[src/rtl/spi_frame_master.sv]
// SPI initiator: shifts out a {cmd, payload} frame on SS_n/MOSI and, for read-data
// commands, waits RD_WAIT cycles then captures an 8-bit MISO reply.
//
// state    | meaning
// ST_IDLE  | SS_n high, waiting for start
// ST_CHK   | first SS_n-low cycle, MOSI shows cmd[1] (slave command check)
// ST_SHIFT | ten frame bits out on MOSI, MSB first
// ST_TURN  | read-data turnaround, RD_WAIT cycles
// ST_RECV  | eight MISO bits captured, MSB first
// ST_FIN   | SS_n high for GAP cycles; done pulses in the first one
module spi_frame_master #(
  parameter int RD_WAIT = 2,
  parameter int GAP     = 1
) (
  input  logic       clk,
  input  logic       rst_n,
  input  logic       start,
  input  logic [1:0] cmd,
  input  logic [7:0] wdata,
  output logic       busy,
  output logic       done,
  output logic [7:0] rdata,
  output logic       rdata_valid,
  output logic       SS_n,
  output logic       MOSI,
  input  logic       MISO
);

  typedef enum logic [2:0] {
    ST_IDLE,
    ST_CHK,
    ST_SHIFT,
    ST_TURN,
    ST_RECV,
    ST_FIN
  } state_t;

  localparam logic [3:0] RD_WAIT_M1 = 4'(RD_WAIT - 1);
  localparam logic [3:0] GAP_M1     = 4'(GAP - 1);

  state_t      state, state_nxt;
  logic        accept;
  logic [9:0]  frame_q;
  logic [3:0]  bit_cnt;
  logic [3:0]  wait_cnt;
  logic [7:0]  cap_q;
  logic [7:0]  rdata_q;
  logic        rd_q;

  always_ff @(posedge clk) begin
    if (!rst_n) begin
      state    <= ST_IDLE;
      frame_q  <= '0;
      bit_cnt  <= '0;
      wait_cnt <= '0;
      cap_q    <= '0;
      rdata_q  <= '0;
      rd_q     <= 1'b0;
    end else begin
      state <= state_nxt;
      if (accept) begin
        frame_q <= {cmd, wdata};
        rd_q    <= (cmd == 2'b11);
        bit_cnt <= '0;
      end
      case (state)
        ST_SHIFT: begin
          frame_q <= {frame_q[8:0], 1'b0};
          if (bit_cnt == 4'd9) begin
            bit_cnt  <= '0;
            wait_cnt <= rd_q ? RD_WAIT_M1 : GAP_M1;
          end else begin
            bit_cnt <= bit_cnt + 4'd1;
          end
        end
        ST_TURN: wait_cnt <= wait_cnt - 4'd1;
        ST_RECV: begin
          cap_q <= {cap_q[6:0], MISO};
          // publish the full byte on the same edge that enters ST_FIN
          if (bit_cnt == 4'd7) begin
            rdata_q  <= {cap_q[6:0], MISO};
            wait_cnt <= GAP_M1;
          end else begin
            bit_cnt <= bit_cnt + 4'd1;
          end
        end
        ST_FIN: wait_cnt <= wait_cnt - 4'd1;
        default: ;
      endcase
    end
  end

  always_comb begin
    state_nxt = state;
    accept    = 1'b0;
    case (state)
      ST_IDLE: begin
        if (start) begin
          accept    = 1'b1;
          state_nxt = ST_CHK;
        end
      end
      ST_CHK:   state_nxt = ST_SHIFT;
      ST_SHIFT: if (bit_cnt == 4'd9) state_nxt = rd_q ? ST_TURN : ST_FIN;
      ST_TURN:  if (wait_cnt == 4'd0) state_nxt = ST_RECV;
      ST_RECV:  if (bit_cnt == 4'd7) state_nxt = ST_FIN;
      ST_FIN: begin
        // last gap cycle may accept directly so chained frames see exactly GAP idle cycles
        if (wait_cnt == 4'd0) begin
          if (start) begin
            accept    = 1'b1;
            state_nxt = ST_CHK;
          end else begin
            state_nxt = ST_IDLE;
          end
        end
      end
      default: state_nxt = ST_IDLE;
    endcase
  end

  assign busy        = (state != ST_IDLE);
  assign SS_n        = !((state == ST_CHK) || (state == ST_SHIFT) ||
                         (state == ST_TURN) || (state == ST_RECV));
  assign MOSI        = ((state == ST_CHK) || (state == ST_SHIFT)) && frame_q[9];
  assign done        = (state == ST_FIN) && (wait_cnt == GAP_M1);
  assign rdata_valid = done && rd_q;
  assign rdata       = rdata_q;

endmodule
[config.mk]
export PLATFORM = sky130hd
export DESIGN_NAME = spi_frame_master
export DESIGN_NICKNAME = d
export VERILOG_FILES = /design/src/rtl/spi_frame_master.sv
export SDC_FILE = /design/constraint.sdc
export NUM_CORES = 1
export LEC_CHECK = 0
export BUFFER_PORTS_ARGS = -buffer_cell sky130_fd_sc_hd__buf_4
export CORE_ASPECT_RATIO = 1.25
export CORE_MARGIN = 5
export CORE_UTILIZATION = 35
export CTS_BUF_LIST = sky130_fd_sc_hd__clkbuf_2 sky130_fd_sc_hd__clkbuf_4 sky130_fd_sc_hd__clkbuf_8
export DETAILED_ROUTE_END_ITERATION = 12
export PLACE_DENSITY = 0.62
export SLEW_MARGIN = 20
export SYNTH_ARGS = -nofsm -noshare
export SYNTH_HDL_FRONTEND = slang
export SYNTH_SLANG_ARGS = --single-unit
[constraint.sdc]
create_clock -name clk -period 1.6 [get_ports clk]
set_clock_uncertainty 0.15 [all_clocks]
set_input_delay 0.16 -clock clk [delete_from_list [all_inputs] [get_ports clk]]
set_output_delay 0.16 -clock clk [all_outputs]
set_load 0.01 [all_outputs]
==> impl_metrics.csv, run 1 <==
group,metric,value,unit
sta,hold_viol,0,
grt,overflow,0,
clocking,cts_sinks,37,
logic_synthesis,avgSynthCellArea,8.98,um2
grt,grtUsageTotal,0.156,
logic_synthesis,ys_seq_area_frac,0.402,
logic_synthesis,syn_inst,205,
grt,grt_pass1_wl,8.45,mm
floorplan,core,0.00508,mm2
floorplan,pin_count,27,
layout,utilization,0.608,
logic_synthesis,ys_ff_latch,37,
sta,maxSlewHeadroom,0.771,
logic_synthesis,ys_async_sr_fraction,0,
layout,syn_to_final_growth,67.7,%
sta,setup_viol,34,
placed_design,preCtsSetupSlack,-143,ps
floorplan,die_w,74.9,um
clocking,cts_max_level,2,
clocking,clkTransAtPathRegs,80,ps
status,status,"complete, but fails checks",
logic_synthesis,synth_edf_count,0,
pwr,p_leak,1.24,nW
floorplan,dieArea,0.00682,mm2
placed_design,dp_hpwl,3.27,mm
sta,finalCriticalPeriod,1810,ps
logic_synthesis,synth_flop_cell,"dfxtp_1",
sta,worstMarginPinSlew,344,ps
clocking,cts_tree,"done",
grt,antenna_found_initial,0,
logic_synthesis,synthTopCellsByCount,"37 x dfxtp_1, 23 x a21oi_1, 19 x nand2_1",
layout,fin_nets,306,
route,firstDrtPassIters,4,
pwr,power_per_cell_area,1330,mW/mm2
worst_setup_path,worstPathRequired,1630,ps
min_path,hold_class,"input pin to flip-flop",
worst_setup_path,worstPathArrival,1840,ps
sta,layout_setup_ws,-213,ps
route,ant_nets,0,
grt,grt_pass1_vias,1851,
sta,drv_slew,0,
floorplan,rows,29,
route,viasPerCell,5.40,
layout,drive_gt1_frac,0.541,
logic_synthesis,synth_top_cells_by_area,"dfxtp_1 40%, mux2i_1 9.2%, a21oi_1 6.3%",
logic_synthesis,synth_top_area_frac,0.402,
sta,rsz0062_at_grt,"yes",
floorplan,start_util,0.363,
pwr,ir_drop,837,uV
logic_synthesis,yosysWarnings,0,
placed_design,io_buffer_count,26,
worst_setup_path,worst_path_largest_cell_delay,350,ps
clocking,root_buffer,"clkbuf_8",
placed_design,place.gp.congestion,0.793,
worst_setup_path,cp_max_fo,4,
clocking,cts_max_path_buffers,2,
route,dr_total_vias,1900,
floorplan,chipHeight,91.1,um
logic_synthesis,yosysTopAreaCell,"dfxtp_1",
layout,n_antenna_cell,0,
logic_synthesis,syn_nets,222,
worst_setup_path,critical_path.slowest_cell,"dfxtp_2",
grt,grt_max_degree,14,
sta,max_freq,552,MHz
status,violations,"negative setup slack",
clocking,numCtsBuffers,5,
route,drtIter0Drc,140,
clocking,clock_latency,300,ps
worst_setup_path,critPathCaptureType,"flip-flop",
route,routed_wl,5.57,mm
worst_setup_path,crit_type,"flip-flop to flip-flop",
logic_synthesis,ys_types,48,
logic_synthesis,synth_most_common_cell,"dfxtp_1",
worst_setup_path,reg2reg_slack,-210,ps
worst_setup_path,crit_chain,"inv_2 > ha_4 > and4bb_2 > buf_4 > a21o_4 > clkbuf_16 > a21oi_4 > a211oi_2",
logic_synthesis,syn-cell-area,0.00184,mm2
route,drc,0,
sta,hold_slack,25.5,ps
route,wl_per_cell,15.8,um
run,maxCapViolCount,0,
layout,num-fill-cells,404,
sta,period_share,1.13,
worst_setup_path,cp-start-kind,"flip-flop",
-- layer usage --
| layer | vias up | global-route usage | part of all wire |
|---|---|---|---|
| li1 | 924 | - | - |
| met1 | 926 | 0.194 | 0.42 |
| met2 | 41 | 0.256 | 0.52 |
| met3 | 9 | 0.0398 | 0.039 |
| met4 | 0 | 0.0549 | 0.020 |
| met5 | - | 0 | 0 |
-- cell families (layout without fill, tap and decap cells) --
kind of cell | after synthesis | after routing | synth area share
simple gates | 68 | 68 | 0.210
compound gates | 63 | 63 | 0.232
flops | 37 | 37 | 0.402
mux | 17 | 17 | 0.0924
buf+inv | 16 | 101 | 0.0387
fa+ha+maj | 3 | 3 | 0.0204
xor+xnor | 1 | 1 | 0.00476
-- where the power goes --
group | internal [mW] | total, mW | switching (mW)
clock network | 0.301 | 0.664 | 0.363
registers | 1.07 | 1.21 | 0.140
logic | 1.23 | 2.25 | 1.02
-- layout make-up --
type	count	area [um2]	share of cell area
clock buffers	5	68.8	0.0223
multi-input cells	152	1340	0.435
flip-flops and latches	37	759	0.246
repair buffers	89	806	0.261
clock inverters	3	17.5	0.00567
well taps	62	77.6	0.0251
inverters	4	17.5	0.00567
-- state kept, by name, indices dropped and copies added (netlist names) --
signal	flops
rd_q	1
frame_q	10
wait_cnt	4
cap_q	7
bit_cnt	4
state	3
rdata	8
-- worst paths after layout --
path                            start                      end  cells past startpoint
min                            cmd[1]        rd_q$_SDFFE_PN0P_                      3
max          wait_cnt[0]$_SDFFE_PN0P_  frame_q[9]$_SDFFE_PN0P_                      8
min reg2reg     cap_q[6]$_SDFFE_PN0P_    cap_q[6]$_SDFFE_PN0P_                      2
max reg2reg  wait_cnt[0]$_SDFFE_PN0P_  frame_q[9]$_SDFFE_PN0P_                      8
-- metrics by stage --
| stage | instance area (um2) | total power, mW | setup TNS (ps) | cells |
|---|---|---|---|---|
| global placement | 2400 | 2.52 | -1830 | 319 |
| detailed placement | 2400 | 2.53 | -2060 | 319 |
| floorplan | 1860 | 1.96 | -39.5 | 205 |
| CTS | 2860 | 3.74 | -2560 | 344 |
| global route | 3090 | 4.34 | -5610 | 352 |
| finish | 3090 | 4.12 | -3840 | 352 |
-- timing repair --
action / CTS / global route
pin swaps: 20 / 20
endpoints found under the hold margin: 4 / 0
gates resized for setup: 61 / 31
endpoints found under the setup margin: 35 / 36
buffers inserted: 14 / 9
cloned: 0 / 1
hold buffers: 3 / 0
-- worst max-delay path, delay by kind of cell (launching register included) --
family                   cells  cell delay [ps]
AO/OA/AOI/OAI                3              410
buffers and inverters        3              360
flip-flops                   1              350
AND/OR/NAND/NOR              1              250
adder cells (fa/ha/maj)      1              160
-- placed cells by master, fill, tap and decap left out, types with 3 or more instances in the layout --
master | synthesis | final
buf_6 | 1 | 18
a21oi_4 | 0 | 7
o21ai_1 | 5 | 3
a21oi_1 | 23 | 10
dlygate4sd3_1 | 0 | 3
ha_4 | 0 | 3
a211oi_2 | 1 | 3
mux2i_1 | 17 | 17
dfxtp_4 | 0 | 4
a211oi_1 | 10 | 8
nand3_1 | 4 | 4
o21a_1 | 3 | 3
clkbuf_8 | 0 | 5
nand3b_1 | 4 | 4
buf_12 | 0 | 3
nand2b_1 | 5 | 4
buf_4 | 0 | 63
a21oi_2 | 0 | 6
dfxtp_1 | 37 | 30
nand2_1 | 19 | 18
dfxtp_2 | 0 | 3
nor2_1 | 11 | 9
No activity file was read; power rests on OpenSTA's default activity.
==> run 2, diff against run 1 <==
--- a/config.mk
+++ b/config.mk
@@ -5,12 +5,14 @@
 export SDC_FILE = /design/constraint.sdc
 export NUM_CORES = 1
 export LEC_CHECK = 0
+export ABC_AREA = 1
 export BUFFER_PORTS_ARGS = -buffer_cell sky130_fd_sc_hd__buf_4
 export CORE_ASPECT_RATIO = 1.25
 export CORE_MARGIN = 5
 export CORE_UTILIZATION = 35
 export CTS_BUF_LIST = sky130_fd_sc_hd__clkbuf_2 sky130_fd_sc_hd__clkbuf_4 sky130_fd_sc_hd__clkbuf_8
 export DETAILED_ROUTE_END_ITERATION = 12
+export GPL_ROUTABILITY_DRIVEN = 1
 export PLACE_DENSITY = 0.62
 export SLEW_MARGIN = 20
 export SYNTH_ARGS = -nofsm -noshare
==> impl_metrics.csv, run 2 <==
group,metric,value,unit
sta,maxSlewHeadroom,0.783,
min_path,hold_class,"input pin to flip-flop",
clocking,clock_latency,290,ps
layout,stdcell_count,385,
sta,drv_slew,0,
layout,utilization,0.503,
logic_synthesis,syn_inst,272,
status,status,"complete, no violations",
logic_synthesis,synth_top_area_frac,0.401,
floorplan,pin_count,27,
logic_synthesis,avgSynthCellArea,6.79,um2
clocking,root_buffer,"clkbuf_8",
floorplan,dieArea,0.00684,mm2
sta,finalCriticalPeriod,1590,ps
sta,worstMarginPinSlew,325,ps
placed_design,io_buffer_count,26,
clocking,cts_tree,"done",
logic_synthesis,syn_nets,289,
logic_synthesis,yosysWarnings,0,
pwr,power_per_cell_area,1570,mW/mm2
min_path,whs_path_depth,3,
route,ant_nets,0,
grt,grt_pass1_vias,1692,
placed_design,place_area,0.00217,mm2
logic_synthesis,synth_top_cells_by_area,"dfxtp_1 40%, nand2_1 13%, nor2_1 10%",
logic_synthesis,ys_async_sr_fraction,0,
sta,final.setup.tns,0,ps
sta,max_freq,631,MHz
route,wl_per_cell,11.7,um
sta,setup_viol,0,
logic_synthesis,ys_types,26,
layout,stdcell_area,0.00257,mm2
floorplan,chipHeight,91.2,um
logic_synthesis,ys_ff_latch,37,
clocking,cts_max_level,2,
pwr,ir_drop,701,uV
clocking,cts_max_path_buffers,2,
clocking,cts_sinks,37,
logic_synthesis,synth_edf_count,0,
pwr,p_leak,1.20,nW
worst_setup_path,reg2reg_slack,10,ps
worst_setup_path,crit_type,"flip-flop to flip-flop",
min_path,hold_start,"cmd[1]",
sta,rsz0062_at_grt,"yes",
floorplan,die_w,75.0,um
logic_synthesis,syn-cell-area,0.00185,mm2
clocking,clkTransAtPathRegs,80,ps
run,maxCapViolCount,0,
grt,grt_pass1_wl,7.27,mm
grt,antenna_found_initial,0,
worst_setup_path,reg2reg_depth,8,
logic_synthesis,synth_flop_cell,"dfxtp_1",
floorplan,start_util,0.361,
min_path,hold_end,"rd_q$_SDFFE_PN0P_",
layout,layout_common_cells,"60 x nand2_1, 46 x nor2_1, 40 x buf_4, 29 x dfxtp_1, 21 x inv_1",
clocking,numCtsBuffers,5,
route,drtIter0Drc,84,
route,drc,0,
floorplan,core,0.00512,mm2
placed_design,post-place-cells,365,
layout,final_common_cell,"nand2_1",
logic_synthesis,ys_seq_area_frac,0.401,
worst_setup_path,cp-start-kind,"flip-flop",
layout,area.sequential,758,um2
sta,period_share,0.991,
logic_synthesis,yosysTopAreaCell,"dfxtp_1",
layout,fin_nets,340,
logic_synthesis,synth_most_common_cell,"nand2_1",
route,dr_total_vias,1835,
logic_synthesis,synthTopCellsByCount,"65 x nand2_1, 51 x nor2_1, 37 x dfxtp_1",
worst_setup_path,worstPathRequired,1620,ps
worst_setup_path,worstPathArrival,1610,ps
route,viasPerCell,4.77,
layout,multi_input_area,0.00112,mm2
layout,num-fill-cells,507,
layout,syn_to_final_growth,39.4,%
floorplan,rows,29,
grt,overflow,0,
worst_setup_path,critPathCaptureType,"flip-flop",
sta,layout_setup_ws,14.8,ps
layout,n_antenna_cell,0,
placed_design,preCtsSetupSlack,-34.6,ps
layout,drive_gt1_frac,0.328,
worst_setup_path,r2r_end,"bit_cnt[1]$_SDFF_PN0_",
placed_design,dp_hpwl,2.99,mm
layout,largest_reg_flops,10,
grt,grt_max_degree,17,
worst_setup_path,cp_max_fo,7,
layout,top_register,"frame_q",
grt,grtUsageTotal,0.133,
sta,hold_viol,0,
route,firstDrtPassIters,4,
route,routed_wl,4.49,mm
placed_design,place.gp.congestion,0.798,
worst_setup_path,rr_startpoint,"bit_cnt[1]$_SDFF_PN0_",
-- run 2: worst max-delay path, cell delays in order (launching register included) --
cell and delay [ps]:
dfxtp_2 360, ha_2 190, nand2_2 80, nor2_4 140, nor2_4 60, nor2_4 190
buf_4 140, or2_1 100, a21oi_2 50
-- run 2: layer usage --
| layer | vias to the layer above | wire, um | track usage |
|---|---|---|---|
| li1 | 966 | - | - |
| met1 | 832 | 2000 | 0.159 |
| met2 | 33 | 2220 | 0.222 |
| met3 | 4 | 218 | 0.0309 |
| met4 | 0 | 52 | 0.0534 |
| met5 | - | 0 | 0 |
-- run 2: worst max-delay path by stage --
stage                                    to                startpoint  cells past startpoint
floorplan             bit_cnt[1]$_SDFF_PN0_     bit_cnt[0]$_SDFF_PN0_                      9
global route          state[1]$_SDFFE_PN0P_     bit_cnt[1]$_SDFF_PN0_                      8
CTS                             rdata_valid  wait_cnt[0]$_SDFFE_PN0P_                      5
detailed placement  frame_q[4]$_SDFFE_PN0P_     state[2]$_SDFFE_PN0P_                      6
global placement    frame_q[4]$_SDFFE_PN0P_     state[2]$_SDFFE_PN0P_                      6
finish                bit_cnt[1]$_SDFF_PN0_     bit_cnt[1]$_SDFF_PN0_                      8
-- run 2: report_power, final --
| group | leakage [nW] | switching (mW) | internal, mW | total, mW |
|---|---|---|---|---|
| sequential | 0.306 | 0.214 | 1.16 | 1.38 |
| combinational | 0.848 | 1.10 | 0.897 | 1.99 |
| clock | 0.0433 | 0.337 | 0.341 | 0.678 |
| total | 1.20 | 1.65 | 2.40 | 4.05 |
-- run 2: area by class of cell --
type	count	area share
sequential	37	0.294
timing repair buffer	49	0.158
clock buffer	6	0.0321
inverter	30	0.0486
tap	62	0.0301
clock inverter	1	0.00292
multi-input combinational	200	0.433
-- run 2: cells by family after synthesis --
| logic type | synth area share |
|---|---|
| AND/OR/NAND/NOR | 0.371 |
| AO/OA/AOI/OAI | 0.114 |
| buffers and inverters | 0.0847 |
| flip-flops | 0.401 |
| adder cells (fa/ha/maj) | 0.0203 |
| XOR/XNOR | 0.00949 |
-- run 2: metrics by stage --
| stage | hold slack (ps) | power [mW] |
|---|---|---|
| finish | 18.4 | 4.05 |
| floorplan | 145 | 2.39 |
| CTS | 17.6 | 3.65 |
| detailed placement | 264 | 2.84 |
| global placement | 265 | 2.82 |
| global route | 17.3 | 4.38 |
-- run 2: timing repair --
item	in CTS	in global routing
cloned	1	1
pin swaps	0	17
resized for setup	16	48
hold buffers	2	0
buffers inserted	0	9
endpoints found under the hold margin	3	0
setup endpoints to repair	18	35
